==> config.mk <==
export PLATFORM = sky130hd
export DESIGN_NAME = rv32_timer
export DESIGN_NICKNAME = d
export VERILOG_FILES = /design/src/rtl/rv32_timer_pkg.sv /design/src/rtl/rv32_timer_prescaler.sv /design/src/rtl/rv32_timer.sv
export SDC_FILE = /design/constraint.sdc
export NUM_CORES = 1
export LEC_CHECK = 0
export CORE_ASPECT_RATIO = 1.25
export CORE_MARGIN = 2
export CORE_UTILIZATION = 30
export CTS_BUF_LIST = sky130_fd_sc_hd__clkbuf_16
export DETAILED_ROUTE_END_ITERATION = 6
export PLACE_DENSITY = 0.55
export SYNTH_ARGS = -nofsm -noshare
export SYNTH_HDL_FRONTEND = slang
export SYNTH_SLANG_ARGS = --single-unit
export TNS_END_PERCENT = 50
==> constraint.sdc <==
create_clock -name clk -period 11.5 [get_ports clk]
set_input_delay 3.45 -clock clk [delete_from_list [all_inputs] [get_ports clk]]
set_output_delay 3.45 -clock clk [all_outputs]
set_load 0.05 [all_outputs]
==> src/rtl/rv32_timer_pkg.sv <==
// ----------------------------------------------------------------------------
// rv32_timer_pkg
//   Shared definitions for the memory-mapped machine timer:
//     - timer_word_e : word offsets within the 32-byte register window
//                      (address_in[4:2]).
//     - CTRL bit indices for the enable and irq_enable flags.
//     - byte_merge() : byte-enable merge of a write into an existing word.
// ----------------------------------------------------------------------------
package rv32_timer_pkg;

    // Word select, taken from address_in[4:2].
    typedef enum logic [2:0] {
        TIMER_MTIME_LO = 3'd0,
        TIMER_MTIME_HI = 3'd1,
        TIMER_CMP_LO   = 3'd2,
        TIMER_CMP_HI   = 3'd3,
        TIMER_CTRL     = 3'd4,
        TIMER_PRESCALE = 3'd5,
        TIMER_STATUS   = 3'd6,
        TIMER_RSVD     = 3'd7
    } timer_word_e;

    // CTRL register layout.
    localparam int unsigned CTRL_WIDTH       = 2;
    localparam int unsigned CTRL_ENABLE_BIT  = 0;
    localparam int unsigned CTRL_IRQ_EN_BIT  = 1;

    // Replace each byte of old_word whose mask bit is set with the
    // corresponding byte of new_word; a zero mask returns old_word.
    function automatic logic [31:0] byte_merge(
        input logic [31:0] old_word,
        input logic [31:0] new_word,
        input logic [3:0]  mask
    );
        logic [31:0] merged;
        merged = old_word;
        for (int b = 0; b < 4; b++) begin
            if (mask[b]) begin
                merged[8*b +: 8] = new_word[8*b +: 8];
            end else begin
                merged[8*b +: 8] = old_word[8*b +: 8];
            end
        end
        return merged;
    endfunction

endpackage

==> src/rtl/rv32_timer_prescaler.sv <==
// ----------------------------------------------------------------------------
// rv32_timer_prescaler
//   Down-counter that produces one tick per (reload + 1) enabled cycles.
//   Ports:
//     clk, reset  - clock and asynchronous active-high reset
//     enable      - counter advances only when high; holds otherwise
//     reload      - value loaded when the count expires or on restart
//     restart     - forces a reload and masks the tick for this cycle
//     tick        - high in a cycle where the timer should increment
//   The reload value is only sampled when a reload happens, so a new
//   prescale setting never disturbs a count already in flight.
// ----------------------------------------------------------------------------
module rv32_timer_prescaler #(
    parameter int unsigned PRESCALE_WIDTH = 16
) (
    input  logic                      clk,
    input  logic                      reset,
    input  logic                      enable,
    input  logic [PRESCALE_WIDTH-1:0] reload,
    input  logic                      restart,
    output logic                      tick
);

    logic [PRESCALE_WIDTH-1:0] count_r;
    logic [PRESCALE_WIDTH-1:0] count_nxt_s;
    logic                      expired_s;

    // Count has reached zero and is ready to emit a tick.
    always_comb begin
        expired_s = (count_r == {PRESCALE_WIDTH{1'b0}});
    end

    // Tick is masked while a restart is pending (the mtime write wins).
    always_comb begin
        if (restart) begin
            tick = 1'b0;
        end else begin
            tick = enable & expired_s;
        end
    end

    // Next count: restart reload, expiry reload, decrement, or hold.
    always_comb begin
        count_nxt_s = count_r;
        if (restart) begin
            count_nxt_s = reload;
        end else if (enable) begin
            if (expired_s) begin
                count_nxt_s = reload;
            end else begin
                count_nxt_s = count_r - {{(PRESCALE_WIDTH-1){1'b0}}, 1'b1};
            end
        end else begin
            count_nxt_s = count_r;
        end
    end

    // Count register.
    always_ff @(posedge clk or posedge reset) begin
        if (reset) begin
            count_r <= {PRESCALE_WIDTH{1'b0}};
        end else begin
            count_r <= count_nxt_s;
        end
    end

endmodule

==> src/rtl/rv32_timer.sv <==
// ----------------------------------------------------------------------------
// rv32_timer
//   Memory-mapped machine timer on the core's single-cycle data bus.
//   Holds a 64-bit prescaled free-running mtime, a 64-bit mtimecmp and a
//   registered level interrupt.
//   Ports:
//     clk, reset      - clock and asynchronous active-high reset
//     sel_in          - address decode hit; bus strobes ignored when low
//     address_in[4:0] - byte address; [4:2] selects the word, [1:0] unused
//     read_in         - read strobe
//     write_in        - write strobe
//     write_mask_in   - byte enables for write_value_in
//     write_value_in  - write data
//     read_value_out  - combinational read data (0 when not reading)
//     irq_out         - irq_enable & (mtime >= mtimecmp), one cycle late
//   Register map (word offsets): 0x00 MTIME_LO, 0x04 MTIME_HI, 0x08 CMP_LO,
//   0x0C CMP_HI, 0x10 CTRL {irq_enable, enable}, 0x14 PRESCALE,
//   0x18 STATUS (ro, bit0 = mtime >= mtimecmp), 0x1C reserved.
//   PRESCALE_WIDTH must not exceed 32 (the register lives in one word).
// ----------------------------------------------------------------------------
module rv32_timer
    import rv32_timer_pkg::*;
#(
    parameter int unsigned PRESCALE_WIDTH = 16,
    parameter logic [63:0] CMP_RESET      = 64'hFFFF_FFFF_FFFF_FFFF
) (
    input  logic        clk,
    input  logic        reset,
    input  logic        sel_in,
    input  logic [4:0]  address_in,
    input  logic        read_in,
    input  logic        write_in,
    input  logic [3:0]  write_mask_in,
    input  logic [31:0] write_value_in,
    output logic [31:0] read_value_out,
    output logic        irq_out
);

    timer_word_e               word_s;
    logic [1:0]                unused_addr_s;
    logic                      wr_en_s;
    logic                      mtime_wr_s;
    logic                      tick_s;
    logic                      cmp_ge_s;
    logic [31:0]               cur_word_s;
    logic [31:0]               merged_s;

    logic [63:0]               mtime_r;
    logic [63:0]               mtime_nxt_s;
    logic [63:0]               cmp_r;
    logic [63:0]               cmp_nxt_s;
    logic [CTRL_WIDTH-1:0]     ctrl_r;
    logic [CTRL_WIDTH-1:0]     ctrl_nxt_s;
    logic [PRESCALE_WIDTH-1:0] prescale_r;
    logic [PRESCALE_WIDTH-1:0] prescale_nxt_s;
    logic                      irq_r;

    // Byte offset bits within a word carry no meaning.
    assign unused_addr_s = address_in[1:0];

    // Word select decode.
    always_comb begin
        word_s = timer_word_e'(address_in[4:2]);
    end

    // A write only counts when selected and at least one byte is enabled;
    // this also keeps a zero-mask mtime write from restarting the prescaler.
    always_comb begin
        wr_en_s = sel_in & write_in & (write_mask_in != 4'b0000);
    end

    // Any effective write to either mtime half.
    always_comb begin
        if (wr_en_s && ((word_s == TIMER_MTIME_LO) || (word_s == TIMER_MTIME_HI))) begin
            mtime_wr_s = 1'b1;
        end else begin
            mtime_wr_s = 1'b0;
        end
    end

    // Unsigned 64-bit compare shared by STATUS and the interrupt.
    always_comb begin
        cmp_ge_s = (mtime_r >= cmp_r);
    end

    // Current value of the addressed word, independent of the strobes.
    // Also serves as the "old" value for the byte-masked write merge.
    always_comb begin
        cur_word_s = 32'h0000_0000;
        case (word_s)
            TIMER_MTIME_LO: cur_word_s = mtime_r[31:0];
            TIMER_MTIME_HI: cur_word_s = mtime_r[63:32];
            TIMER_CMP_LO:   cur_word_s = cmp_r[31:0];
            TIMER_CMP_HI:   cur_word_s = cmp_r[63:32];
            TIMER_CTRL:     cur_word_s[CTRL_WIDTH-1:0] = ctrl_r;
            TIMER_PRESCALE: cur_word_s[PRESCALE_WIDTH-1:0] = prescale_r;
            TIMER_STATUS:   cur_word_s[0] = cmp_ge_s;
            default:        cur_word_s = 32'h0000_0000;
        endcase
    end

    // Byte-masked merge of the incoming write into the addressed word.
    always_comb begin
        merged_s = byte_merge(cur_word_s, write_value_in, write_mask_in);
    end

    // Read data path: pre-edge register state, zero when not reading.
    always_comb begin
        if (sel_in && read_in) begin
            read_value_out = cur_word_s;
        end else begin
            read_value_out = 32'h0000_0000;
        end
    end

    // Prescaler; an mtime write restarts it and suppresses that tick.
    rv32_timer_prescaler #(
        .PRESCALE_WIDTH (PRESCALE_WIDTH)
    ) u_prescaler (
        .clk     (clk),
        .reset   (reset),
        .enable  (ctrl_r[CTRL_ENABLE_BIT]),
        .reload  (prescale_r),
        .restart (mtime_wr_s),
        .tick    (tick_s)
    );

    // Next mtime: a write to either half replaces that half and blocks the
    // increment for all 64 bits; otherwise a tick increments with carry.
    always_comb begin
        mtime_nxt_s = mtime_r;
        if (wr_en_s && (word_s == TIMER_MTIME_LO)) begin
            mtime_nxt_s = {mtime_r[63:32], merged_s};
        end else if (wr_en_s && (word_s == TIMER_MTIME_HI)) begin
            mtime_nxt_s = {merged_s, mtime_r[31:0]};
        end else if (tick_s) begin
            mtime_nxt_s = mtime_r + 64'd1;
        end else begin
            mtime_nxt_s = mtime_r;
        end
    end

    // Next state of the plain configuration registers.
    always_comb begin
        cmp_nxt_s      = cmp_r;
        ctrl_nxt_s     = ctrl_r;
        prescale_nxt_s = prescale_r;
        if (wr_en_s) begin
            case (word_s)
                TIMER_CMP_LO:   cmp_nxt_s      = {cmp_r[63:32], merged_s};
                TIMER_CMP_HI:   cmp_nxt_s      = {merged_s, cmp_r[31:0]};
                TIMER_CTRL:     ctrl_nxt_s     = merged_s[CTRL_WIDTH-1:0];
                TIMER_PRESCALE: prescale_nxt_s = merged_s[PRESCALE_WIDTH-1:0];
                default: begin
                    cmp_nxt_s      = cmp_r;
                    ctrl_nxt_s     = ctrl_r;
                    prescale_nxt_s = prescale_r;
                end
            endcase
        end else begin
            cmp_nxt_s      = cmp_r;
            ctrl_nxt_s     = ctrl_r;
            prescale_nxt_s = prescale_r;
        end
    end

    // Timer and configuration registers.
    always_ff @(posedge clk or posedge reset) begin
        if (reset) begin
            mtime_r    <= 64'd0;
            cmp_r      <= CMP_RESET;
            ctrl_r     <= {CTRL_WIDTH{1'b0}};
            prescale_r <= {PRESCALE_WIDTH{1'b0}};
        end else begin
            mtime_r    <= mtime_nxt_s;
            cmp_r      <= cmp_nxt_s;
            ctrl_r     <= ctrl_nxt_s;
            prescale_r <= prescale_nxt_s;
        end
    end

    // Interrupt flop: level, follows the pre-edge compare result.
    always_ff @(posedge clk or posedge reset) begin
        if (reset) begin
            irq_r <= 1'b0;
        end else begin
            irq_r <= ctrl_r[CTRL_IRQ_EN_BIT] & cmp_ge_s;
        end
    end

    assign irq_out = irq_r;

endmodule

==> Yosys cells after proc, flatten, opt, wreduce, memory -nomap -nowiden <==
Index checks and enable logic that the tools add are counted.
{ "totals": {"wordCells": 60, "out_inout_bits": 33, "register_bits": 163, "inputBits": 46} }
{ "classes": {"order_cmp": 1, "n_addsub": 2, "mux": 18, "n_reduce_logical": 17, "eq_ne": 7, "bitwise_logic": 7} }
{ "op_table": {"columns": ["cell", "n"], "rows": [
  ["$mux 64", 2],
  ["$pmux 64 s2", 1],
  ["$pmux 14 s5", 1],
  ["$add 64x1->64 const B", 1],
  ["$ge 64x64->1", 1],
  ["$mux 32", 2],
  ["$pmux 16 s4", 1],
  ["$mux 16", 3],
  ["$mux 8", 4],
  ["$logic_not 16->1", 1],
  ["$sub 16x1->16 const B", 1],
  ["$eq 3x3->1 const B", 3],
  ["$reduce_and 2->1", 4],
  ["$pmux 1 s7", 1],
  ["$eq 3x2->1 const B", 2],
  ["$pmux 1 s6", 1],
  ["$reduce_and 3->1", 2],
  ["$reduce_bool 2->1", 3],
  ["$and 1x1->1", 4],
  ["$logic_and 1x1->1", 4],
  ["$reduce_bool 4->1", 1],
  ["$eq 3x1->1 const B", 1],
  ["$logic_not 3->1", 1],
  ["$not 1->1", 3],
  ["other kinds (3)", 4]
]} }

==> Logic depth before layout (Yosys ltp) <==
Gate-level depths: netlist (run 1).
{ "logic_depth": {"depth_word": 8, "mapped_depth": 10, "mapped_depth_nobuf": 9} }

==> Hierarchy <==
From an unflattened synthesis (run 1), not the netlist that was laid out.
{ "hier_totals": {"hier_cells": 1294, "area_unflattened_um2": 11324.6} }
{ "by_module_without_submodules": {"columns": ["mod", "cells_per_inst", "area_each_um2", "seq_area_each_um2", "n_inst"], "rows": [
  ["rv32_timer", 1161, 10196.0, 3758.6, 1],
  ["rv32_timer_prescaler", 133, 1128.6, 400.4, 1]
]} }

==> Worst setup path before layout (run 1) <==
OpenSTA, ideal clock, no wires.
{ "synth_timing": {"kind": "input -> output", "from": "input address_in[2]", "to": "output read_value_out[0]", "cell_stages": 9, "arrival_ns": 5.313, "n_path_buf": 2, "t_required_ns": 8.050, "slack_ns": 2.737, "cell_sequence": "buf_2 clkbuf_1 nand3_1 o21ai_0 nor2b_1 a221oi_1 nor2_1 a21oi_1 o22ai_1"} }
{ "synth_via": {"elab_chain_len": 3, "word_cells_on_any_way": 9, "classes_between": "6 x eq/ne; 2 x mux; 1 x reduce/logical"} }
{ "synth_rtl": {"columns": ["item", "line", "text"], "rows": [
  ["start: declaration", "rv32_timer.sv:30", "input logic [4:0] address_in,"],
  ["$eq 3x3->1, or another cell as far along", "rv32_timer.sv:90", "case (word_s)"],
  ["$pmux 1 s7 *", "rv32_timer.sv:90", null],
  ["$mux 32 *", "rv32_timer.sv:109", "if (sel_in && read_in) begin"],
  ["end: declaration", "rv32_timer.sv:35", "output logic [31:0] read_value_out,"]
]} }
Mark *: on every way between the ends. The rest lies on a longest branch, timed or not.

==> Worst setup path after layout (run 1) <==
{ "layout_timing": {"from": "input address_in[3]", "to": "output read_value_out[0]"} }
Same word-level chain as after synthesis.

==> flow_metrics.py, run 1 <==
metrics = {
    "run": {
        "drv_cap": 0,
    },
    "timing": {
        "rsz0062_at_grt": "false",
        "skew_ns": 0.0160,
        "finalSetupViolations": 0,
        "max-slew-margin-rel": 0.309,
        "max_slew.worst_pin.slew_ns": 1.03,
        "timing.fmax_ghz": 0.102,
        "fin_setup_tns_ns": 0,
        "post-route-period-util": 0.854,
        "fin_crit_ns": 9.82,
        "finalMaxSlewViolations": 0,
        "finalWorstSetupSlack_ns": 1.68,
        "hold_violations": 0,
    },
    "clocking": {
        "tritoncts": "built",
        "clock_sink_count": 163,
        "cts_buffers": 17,
        "cts_root_buf": "clkbuf_16",
        "ctsHtreeMaxLevel": 4,
        "ctsHoldBuffers": 0,
        "post-cts-setup-buffer-count": 0,
        "cts-resized-gates": 0,
        "clk_pin_slew_ns": 0.07,
        "clk_latency_ns": 0.44,
        "ctsLongestPathBuffers": 2,
    },
    "synthesis": {
        "synth_top_family_by_area": "simple AND/OR/NAND/NOR gates",
        "async_reset_ff_frac": 1.00,
        "synth-seq-cells": 163,
        "synth_xor_xnor_area_share": 0.00381,
        "ys_types": 73,
        "synth-seq-area-share": 0.362,
        "synth-simple-area-share": 0.210,
        "yosys-mux-area-fraction": 0.0882,
        "synthAdderAreaFrac": 0.0729,
        "synth_cells": 1359,
        "ys.flop_type": "dfrtp_1",
        "synth_compound_area_frac": 0.204,
        "synth.avg_cell_area_um2": 8.46,
        "synth.net_count": 1472,
        "synth_edf_count": 0,
        "netlist_area_um2": 11500,
        "synth_warnings": 0,
    },
    "setup_path": {
        "crit_buf_inv": 2,
        "critPathKind": "in2out",
        "start_kind": "primary input",
        "reg2regPathDepth": 9,
        "max_stage_delay_ns": 0.74,
        "worstPathArrival_ns": 6.37,
        "r2r_start": "cmp_r[47]$_DFFE_PP1P_",
        "critical-path-top-delay-family": "buffers and inverters",
        "slowest_stage": "clkdlybuf4s50_1",
        "worst-path-stages": 7,
        "crit_required_ns": 8.05,
        "r2r_end": "irq_out$_DFF_PP0_",
        "worstPathCellList": "buf_2 > nor2b_1 > a221oi_1 > nor2_1 > a21oi_1 > o22ai_1 > clkdlybuf4s50_1",
        "cp-end-kind": "primary output",
        "crit_path_max_fanout": 35,
        "r2r_setup_slack_ns": 8.29,
    },
    "die": {
        "dieHeight_um": 223,
        "ios": 79,
        "initial_core_util": 0.303,
        "die-width_um": 179,
        "dieArea_um2": 39900,
        "core_area_um2": 37900,
        "rows": 80,
    },
    "route": {
        "wl_per_cell_um": 20.5,
        "finalWirelength_um": 39000,
        "vias_per_cell": 5.55,
        "vias": 10600,
        "antenna_left": 0,
        "drtIter0Drc": 1003,
        "first_pass_iters": 5,
        "drc": 0,
    },
    "power_and_ir_drop": {
        "clkPwrFrac": 0.291,
        "p_switching_uw": 727,
        "powerDensity_nw_per_um2": 152,
        "p_comb_frac": 0.278,
        "swShare": 0.362,
        "internal_power_mw": 1.28,
        "p_seq_frac": 0.431,
        "worst_ir_drop_vdd_v": 0.000114,
        "p_leak_nw": 5.27,
    },
    "final_layout": {
        "area_growth_pct": 15.3,
        "layout_commonest_cell": "nand2_1",
        "drive_gt1_frac": 0.136,
        "final_net_count": 1507,
        "final_cell_mix": "187 x nand2_1, 168 x o21ai_0, 107 x a21oi_1",
        "fin_area_um2": 13300,
    },
    "placed_design": {
        "place_congestion": 0.848,
        "dpl.hpwl_um": 28000,
        "place_area_um2": 12700,
        "io_buffers": 76,
        "dp_slack_ns": 1.64,
    },
    "grt": {
        "grt_pass1_wl_um": 60700,
        "overflow": 0,
        "grt_pass1_vias": 10200,
        "grt_usage": 0.199,
        "antenna_found_initial": 2,
        "grt_max_degree": 89,
    },
    "hold_path": {
        "holdCritStartpoint": "cmp_r[54]$_DFFE_PP1P_",
        "holdPathEnd": "cmp_r[54]$_DFFE_PP1P_",
        "min_path_type": "reg2reg",
        "hold_depth": 2,
    },
    "status": {
        "status": "finished clean",
    },
}
power by group through the flow:
stage,Sequential [mW],Clock [mW],Combinational [mW]
after floorplan,0.817,0,0.413
after global placement,0.867,0,0.549
after detailed placement,0.872,0,0.557
after CTS,0.863,0.593,0.561
after global routing,0.883,0.613,0.634
final,0.866,0.584,0.559
cell usage after synthesis (9+ instances only):
library cell  number  area share
a21o_1            12      0.0078
nand4_1           26       0.014
clkbuf_1          50       0.016
mux4_2            17       0.033
o21ai_0          168       0.073
a21oi_1          108       0.047
buf_2             18      0.0078
a22oi_1           34       0.022
a221o_1            9      0.0078
nor3_1            30       0.013
mux2_2            32       0.031
dfstp_2           64        0.15
nor2_1            96       0.031
ha_1              67       0.073
and3_1            15      0.0082
dfrtp_1           99        0.22
nand2_1          188       0.061
and4_1             9      0.0069
nand3_1           43       0.019
inv_1             84       0.027
nand2b_1          20       0.011
nor4_1            12      0.0065
o22ai_1           10      0.0054
mux2i_1           27       0.024
registers in the layout, indices dropped and copies added, names as in the netlist:
name                 flops
cmp_r                   64
ctrl_r                   2
irq_out                  1
mtime_r                 64
prescale_r              16
u_prescaler.count_r     16
metal layers:
metal  part of all wire  global-route usage  vias to the layer above
li1                   -                   -                     4993
met1               0.44               0.273                     5125
met2               0.46               0.312                      373
met3              0.061              0.0329                       58
met4              0.034              0.0742                        2
met5            0.00033                   0                        -
final cells by class:
| type | instances | area (µm²) |
|---|---|---|
| well taps | 492 | 616 |
| clock inverters | 12 | 90.1 |
| flip-flops and latches | 163 | 4160 |
| inverters | 84 | 320 |
| diodes | 1 | 2.50 |
| repair buffers | 93 | 873 |
| clock buffers | 20 | 500 |
| fillers | 3974 | 24700 |
| multi-input cells | 1035 | 6700 |
tightest hold or removal path, stage by stage, from the launching register on:
cell and delay, ns:
dfstp_2 0.38, nand2_1 0.05, o21ai_0 0.06
kinds of logic (layout without fill, tap and decap cells):
kind of cell               after synthesis  after routing
muxes                                   76             76
DFF                                    163            163
and+or+nand+nor                        489            489
buffers and inverters                  161            209
xor gates and xnor gates                 5              5
adders and majority gates               67             67
AOI/OAI and AO/OA                      398            398
other                                    0              1
through the flow:
step,hold WS [ns],cells,power (mW),util
global placement,0.475,1867,1.42,0.334
finish,0.490,1900,2.01,0.350
global route,0.506,1899,2.13,0.349
detailed placement,0.482,1867,1.43,0.334
floorplan,0.466,1359,1.23,-
CTS,0.492,1899,2.02,0.349
how the worst max path moves through the flow:
| stage | startpoint | endpoint | slack (ns) |
|---|---|---|---|
| global placement | address_in[3] | read_value_out[0] | 1.68 |
| global route | address_in[3] | read_value_out[0] | 1.44 |
| finish | address_in[3] | read_value_out[0] | 1.68 |
| detailed placement | address_in[3] | read_value_out[0] | 1.64 |
| floorplan | address_in[2] | read_value_out[0] | 2.74 |
| CTS | address_in[3] | read_value_out[0] | 1.66 |
No activity file was read; power rests on OpenSTA's default activity.
==> run 2: changes to the inputs <==
--- a/config.mk
+++ b/config.mk
@@ -5,7 +5,7 @@
 export SDC_FILE = /design/constraint.sdc
 export NUM_CORES = 1
 export LEC_CHECK = 0
-export CORE_ASPECT_RATIO = 1.25
+export CORE_ASPECT_RATIO = 0.9
 export CORE_MARGIN = 2
 export CORE_UTILIZATION = 30
 export CTS_BUF_LIST = sky130_fd_sc_hd__clkbuf_16
==> run 2 against run 1 <==
Effect of this change:
- cell count down 0.11%
- sequential power about the same
- clock power up 3%
- cell area about the same
- via count up 0.53%
- critical endpoint unchanged
- highest routed layer is now met4
- flip-flop and latch count unchanged
- fmax up 0.80%
- setup slack better by 0.078 ns
- critical path depth up 3
- largest cell class unchanged
- first-iteration DRC count down 1.6%
- largest power group unchanged
==> flow_metrics.py, run 2 (synthesis gave the netlist of run 1 again) <==
metrics = {
    "route": {
        "finalWirelength_um": 40300,
        "drtIter0Drc": 987,
        "drc": 0,
        "wl_per_cell_um": 21.2,
        "vias_per_cell": 5.59,
        "vias": 10600,
        "antenna_left": 0,
        "first_pass_iters": 5,
    },
    "hold_path": {
        "min_path_type": "reg2reg",
    },
    "clocking": {
        "clock_sink_count": 163,
        "clk_latency_ns": 0.45,
        "cts-resized-gates": 0,
        "ctsHtreeMaxLevel": 4,
        "tritoncts": "built",
        "ctsHoldBuffers": 0,
        "post-cts-setup-buffer-count": 0,
        "cts_root_buf": "clkbuf_16",
        "cts_buffers": 17,
        "clk_pin_slew_ns": 0.08,
        "ctsLongestPathBuffers": 2,
    },
    "setup_path": {
        "start_kind": "primary input",
        "cp-end-kind": "primary output",
        "worstPathCellList": "buf_2 > buf_4 > nand3_1 > o21ai_0 > nor2b_1 > a221oi_1 > nor2_1 > a21oi_1 > o22ai_1 > clkdlybuf4s50_1",
        "crit_required_ns": 8.05,
        "r2r_setup_slack_ns": 8.29,
        "crit_path_max_fanout": 31,
        "critical-path-top-delay-family": "buffers and inverters",
        "max_stage_delay_ns": 0.84,
        "slowest_stage": "clkdlybuf4s50_1",
        "worstPathArrival_ns": 6.29,
        "crit_buf_inv": 3,
        "critPathKind": "in2out",
    },
    "final_layout": {
        "antenna_cells": 0,
        "drive_gt1_frac": 0.137,
        "fin_area_um2": 13300,
        "final_net_count": 1508,
        "layout_commonest_cell": "nand2_1",
        "area_growth_pct": 15.5,
        "instances_no_fill": 1898,
        "final_cell_mix": "187 x nand2_1, 168 x o21ai_0, 107 x a21oi_1",
        "fillers": 3852,
        "reg_top3": "cmp_r: 64 flops, mtime_r: 64 flops",
    },
    "timing": {
        "max-slew-margin-rel": 0.164,
        "finalSetupViolations": 0,
        "max_slew.worst_pin.slew_ns": 1.25,
        "post-route-period-util": 0.847,
        "hold_violations": 0,
        "fin_crit_ns": 9.74,
        "rsz0062_at_grt": "false",
        "skew_ns": 0.0206,
        "whs_ns": 0.493,
        "finalMaxSlewViolations": 0,
        "fin_setup_tns_ns": 0,
        "timing.fmax_ghz": 0.103,
    },
    "placed_design": {
        "place_congestion": 0.863,
        "io_buffers": 76,
        "dp_cells": 1866,
        "place_area_um2": 12700,
        "dpl.hpwl_um": 29400,
    },
    "status": {
        "status": "finished clean",
    },
    "grt": {
        "grt_max_degree": 94,
        "grt_usage": 0.201,
        "grt_pass1_vias": 10100,
        "overflow": 0,
        "grt_pass1_wl_um": 61100,
        "antenna_found_initial": 0,
    },
    "die": {
        "rows": 68,
        "initial_core_util": 0.302,
        "ios": 79,
        "dieHeight_um": 190,
        "core_area_um2": 38000,
        "dieArea_um2": 39900,
        "die-width_um": 210,
    },
    "power_and_ir_drop": {
        "powerDensity_nw_per_um2": 153,
        "worst_ir_drop_vdd_v": 0.0000930,
        "p_leak_nw": 5.28,
    },
    "run": {
        "drv_cap": 0,
    },
}
==> run 2: cell type report <==
class,instances,area [µm²],share of cell area
inverter,84,320,0.0241
tap,490,613,0.0462
sequential,163,4160,0.313
clock buffer,17,425,0.0321
clock inverter,15,175,0.0132
timing repair buffer,94,881,0.0664
multi-input combinational,1035,6700,0.505
==> run 2: final timing paths <==
kind,cells past startpoint,end,startpoint
setup / recovery,10,read_value_out[0],address_in[4]
hold / removal,2,cmp_r[54]$_DFFE_PP1P_,cmp_r[54]$_DFFE_PP1P_
setup reg to reg,9,mtime_r[14]$_DFFE_PP0P_,u_prescaler.count_r[0]$_DFFE_PP0P_
hold reg to reg,2,cmp_r[54]$_DFFE_PP1P_,cmp_r[54]$_DFFE_PP1P_
max in group asynchronous,3,prescale_r[15]$_DFFE_PP0P_,reset
min in group asynchronous,2,mtime_r[57]$_DFFE_PP0P_,reset
==> run 2: layer usage <==
| layer | track usage | routed length [µm] |
|---|---|---|
| met5 | 0 | 0 |
| met1 | 0.282 | 18900 |
| met4 | 0.0731 | 1330 |
| met2 | 0.313 | 17900 |
| met3 | 0.0291 | 2120 |
==> run 2: power by group <==
part | leakage (nW) | switching [mW] | internal (mW)
clock | 0.298 | 0.274 | 0.328
sequential | 1.84 | 0.136 | 0.731
combinational | 3.15 | 0.331 | 0.233
==> run 2: worst register-to-register path, stage by stage (launching register included) <==
cell and delay (ns):
dfrtp_1 0.41, inv_1 0.11, ha_1 0.17, nor4b_1 0.36, nand4_1 0.24, nor3_2 0.71
nor2_1 0.40, buf_4 0.33, o21ai_0 0.21, o221ai_1 0.14
==> run 2: metrics by stage <==
step	utilization	setup WS, ns	power [mW]
2_1_floorplan	-	2.74	1.23
3_3_place_gp	0.333	1.82	1.42
3_5_place_dp	0.333	1.83	1.43
4_1_cts	0.349	1.80	2.04
5_1_grt	0.349	1.58	2.15
6_report	0.349	1.76	2.03
==> run 3: changes to the inputs <==
--- a/config.mk
+++ b/config.mk
@@ -10,7 +10,7 @@
 export CORE_UTILIZATION = 30
 export CTS_BUF_LIST = sky130_fd_sc_hd__clkbuf_16
 export DETAILED_ROUTE_END_ITERATION = 6
-export PLACE_DENSITY = 0.55
+export PLACE_DENSITY = 0.57
 export SYNTH_ARGS = -nofsm -noshare
 export SYNTH_HDL_FRONTEND = slang
 export SYNTH_SLANG_ARGS = --single-unit
==> constraint.sdc (replaced) <==
create_clock -name clk -period 8.3 [get_ports clk]
set_input_delay 2.49 -clock clk [delete_from_list [all_inputs] [get_ports clk]]
set_output_delay 2.49 -clock clk [all_outputs]
set_load 0.05 [all_outputs]
==> run 3 against run 2 <==
Effect of this change:
- clock skew barely moved
- critical path depth decreased by 3
- hold slack got worse by 0.00081 ns
- power rose by 37%
- utilization grew 0.082 points
- routed wire length fell by 2.0%
- cell count grew 0.47%
- critical endpoint is now read_value_out[27]
- largest cell class unchanged
- largest power group unchanged
==> flow_metrics.py, run 3 (synthesis gave the netlist of run 1 again) <==
metrics = {
    "grt": {
        "grt_usage": 0.199,
        "grt_pass1_wl_um": 61100,
        "grt_pass1_vias": 10100,
        "antenna_found_initial": 1,
        "overflow": 0,
        "grt_max_degree": 73,
    },
    "power_and_ir_drop": {
        "p_seq_frac": 0.434,
        "swShare": 0.367,
        "p_switching_mw": 1.02,
        "worst_ir_drop_vdd_v": 0.000146,
        "internal_power_mw": 1.76,
        "powerDensity_nw_per_um2": 209,
        "p_leak_nw": 5.31,
        "clkPwrFrac": 0.284,
        "p_comb_frac": 0.283,
    },
    "die": {
        "dieHeight_um": 190,
        "dieArea_um2": 39900,
        "rows": 68,
        "ios": 79,
        "core_area_um2": 38000,
        "die-width_um": 210,
        "initial_core_util": 0.302,
    },
    "final_layout": {
        "instances_no_fill": 1907,
        "final_net_count": 1516,
        "drive_gt1_frac": 0.142,
        "utilization": 0.350,
        "area_growth_pct": 15.7,
        "layout_commonest_cell": "nand2_1",
        "reg_top3": "cmp_r: 64 flops, mtime_r: 64 flops",
        "fillers": 3856,
        "final_cell_mix": "187 x nand2_1, 168 x o21ai_0, 107 x a21oi_1",
    },
    "route": {
        "drt-met1-wl_um": 18000,
        "drc": 0,
        "vias_per_cell": 5.60,
        "routed-wl-met2_um": 17900,
        "first_pass_iters": 5,
        "antenna_left": 0,
        "drtIter0Drc": 916,
        "highest_layer": "met4",
        "vias": 10700,
        "wl_per_cell_um": 20.7,
        "met3WireLength_um": 2300,
        "finalWirelength_um": 39500,
    },
    "setup_path": {
        "start_kind": "primary input",
        "r2r_start": "u_prescaler.count_r[7]$_DFFE_PP0P_",
        "startpoint": "address_in[3]",
        "cp-end-kind": "primary output",
        "slowest_stage": "clkdlybuf4s50_1",
        "max_stage_delay_ns": 0.73,
        "critPathKind": "in2out",
        "crit_path_max_fanout": 22,
        "crit_buf_inv": 4,
        "worstPathArrival_ns": 4.94,
        "crit_required_ns": 5.81,
        "worstPathCellList": "buf_2 > buf_4 > buf_4 > mux4_2 > nand2b_1 > nor2_1 > clkdlybuf4s50_1",
        "critical-path-top-delay-family": "buffers and inverters",
        "crit_top_cell": "buf_4",
    },
    "placed_design": {
        "dpl.hpwl_um": 29300,
        "place_congestion": 0.864,
        "dp_cells": 1874,
        "io_buffers": 76,
    },
    "timing": {
        "post-route-period-util": 0.895,
        "skew_ns": 0.0209,
        "max-slew-margin-rel": 0.382,
        "max_slew.worst_pin.slew_ns": 0.913,
        "fin_setup_tns_ns": 0,
        "rsz0062_at_grt": "false",
        "hold_violations": 0,
        "timing.fmax_ghz": 0.135,
        "fin_crit_ns": 7.43,
        "whs_ns": 0.492,
        "finalMaxSlewViolations": 0,
        "finalSetupViolations": 0,
    },
    "clocking": {
        "clk_latency_ns": 0.44,
        "ctsHtreeMaxLevel": 4,
        "clk_pin_slew_ns": 0.07,
        "cts_buffers": 17,
        "ctsHoldBuffers": 0,
        "cts-resized-gates": 0,
        "clock_sink_count": 163,
        "post-cts-setup-buffer-count": 0,
        "ctsLongestPathBuffers": 2,
        "cts_root_buf": "clkbuf_16",
        "tritoncts": "built",
    },
    "hold_path": {
        "holdCritStartpoint": "cmp_r[62]$_DFFE_PP1P_",
        "min_path_type": "reg2reg",
    },
    "status": {
        "status": "finished clean",
    },
    "run": {
        "drv_cap": 0,
    },
}
run 3: area by class of cell:
type                    count  area (µm²)  share of cell area
diodes                      1        2.50            0.000188
clock buffers              17         425              0.0320
clock inverters            15         131             0.00988
inverters                  84         320              0.0241
multi-input cells        1035        6700               0.503
flip-flops and latches    163        4160               0.313
well taps                 490         613              0.0461
repair buffers            102         953              0.0717
run 3: final timing paths:
kind / cells after the start / to / slack, ns
worst max-delay path: 7 / read_value_out[27] / 0.87
worst min-delay path: 2 / cmp_r[62]$_DFFE_PP1P_ / 0.49
worst max register to register: 7 / mtime_r[18]$_DFFE_PP0P_ / 5.14
worst min register to register: 2 / cmp_r[62]$_DFFE_PP1P_ / 0.49
max in group asynchronous: 3 / mtime_r[35]$_DFFE_PP0P_ / 4.45
min in group asynchronous: 2 / mtime_r[53]$_DFFE_PP0P_ / 2.57
run 3: tightest hold or removal path, delay by kind of cell (launching register included):
family,cells,cell delay [ns]
AO/OA/AOI/OAI,1,0.06
AND/OR/NAND/NOR,1,0.04
flip-flops,1,0.38
run 3: power by group through the flow:
stage	sequential, mW	combinational [mW]	clock, mW
final	1.20	0.784	0.787
after global routing	1.23	0.884	0.827
after CTS	1.20	0.784	0.796
after detailed placement	1.21	0.778	0
after global placement	1.21	0.760	0
after floorplan	1.13	0.572	0
run 3: layer usage:
layer  track usage  vias up
met5             0        -
met4        0.0701        0
met3        0.0332       71
met2         0.312      357
met1         0.277     5255
li1              -     5002
run 3: stage by stage:
step	instance area [µm²]	total power, mW	worst slack, ns
6_report	13300	2.78	0.872
5_1_grt	13300	2.94	0.733
4_1_cts	13300	2.78	0.873
3_5_place_dp	12700	1.99	0.856
3_3_place_gp	12700	1.97	0.889
2_1_floorplan	11500	1.70	1.46
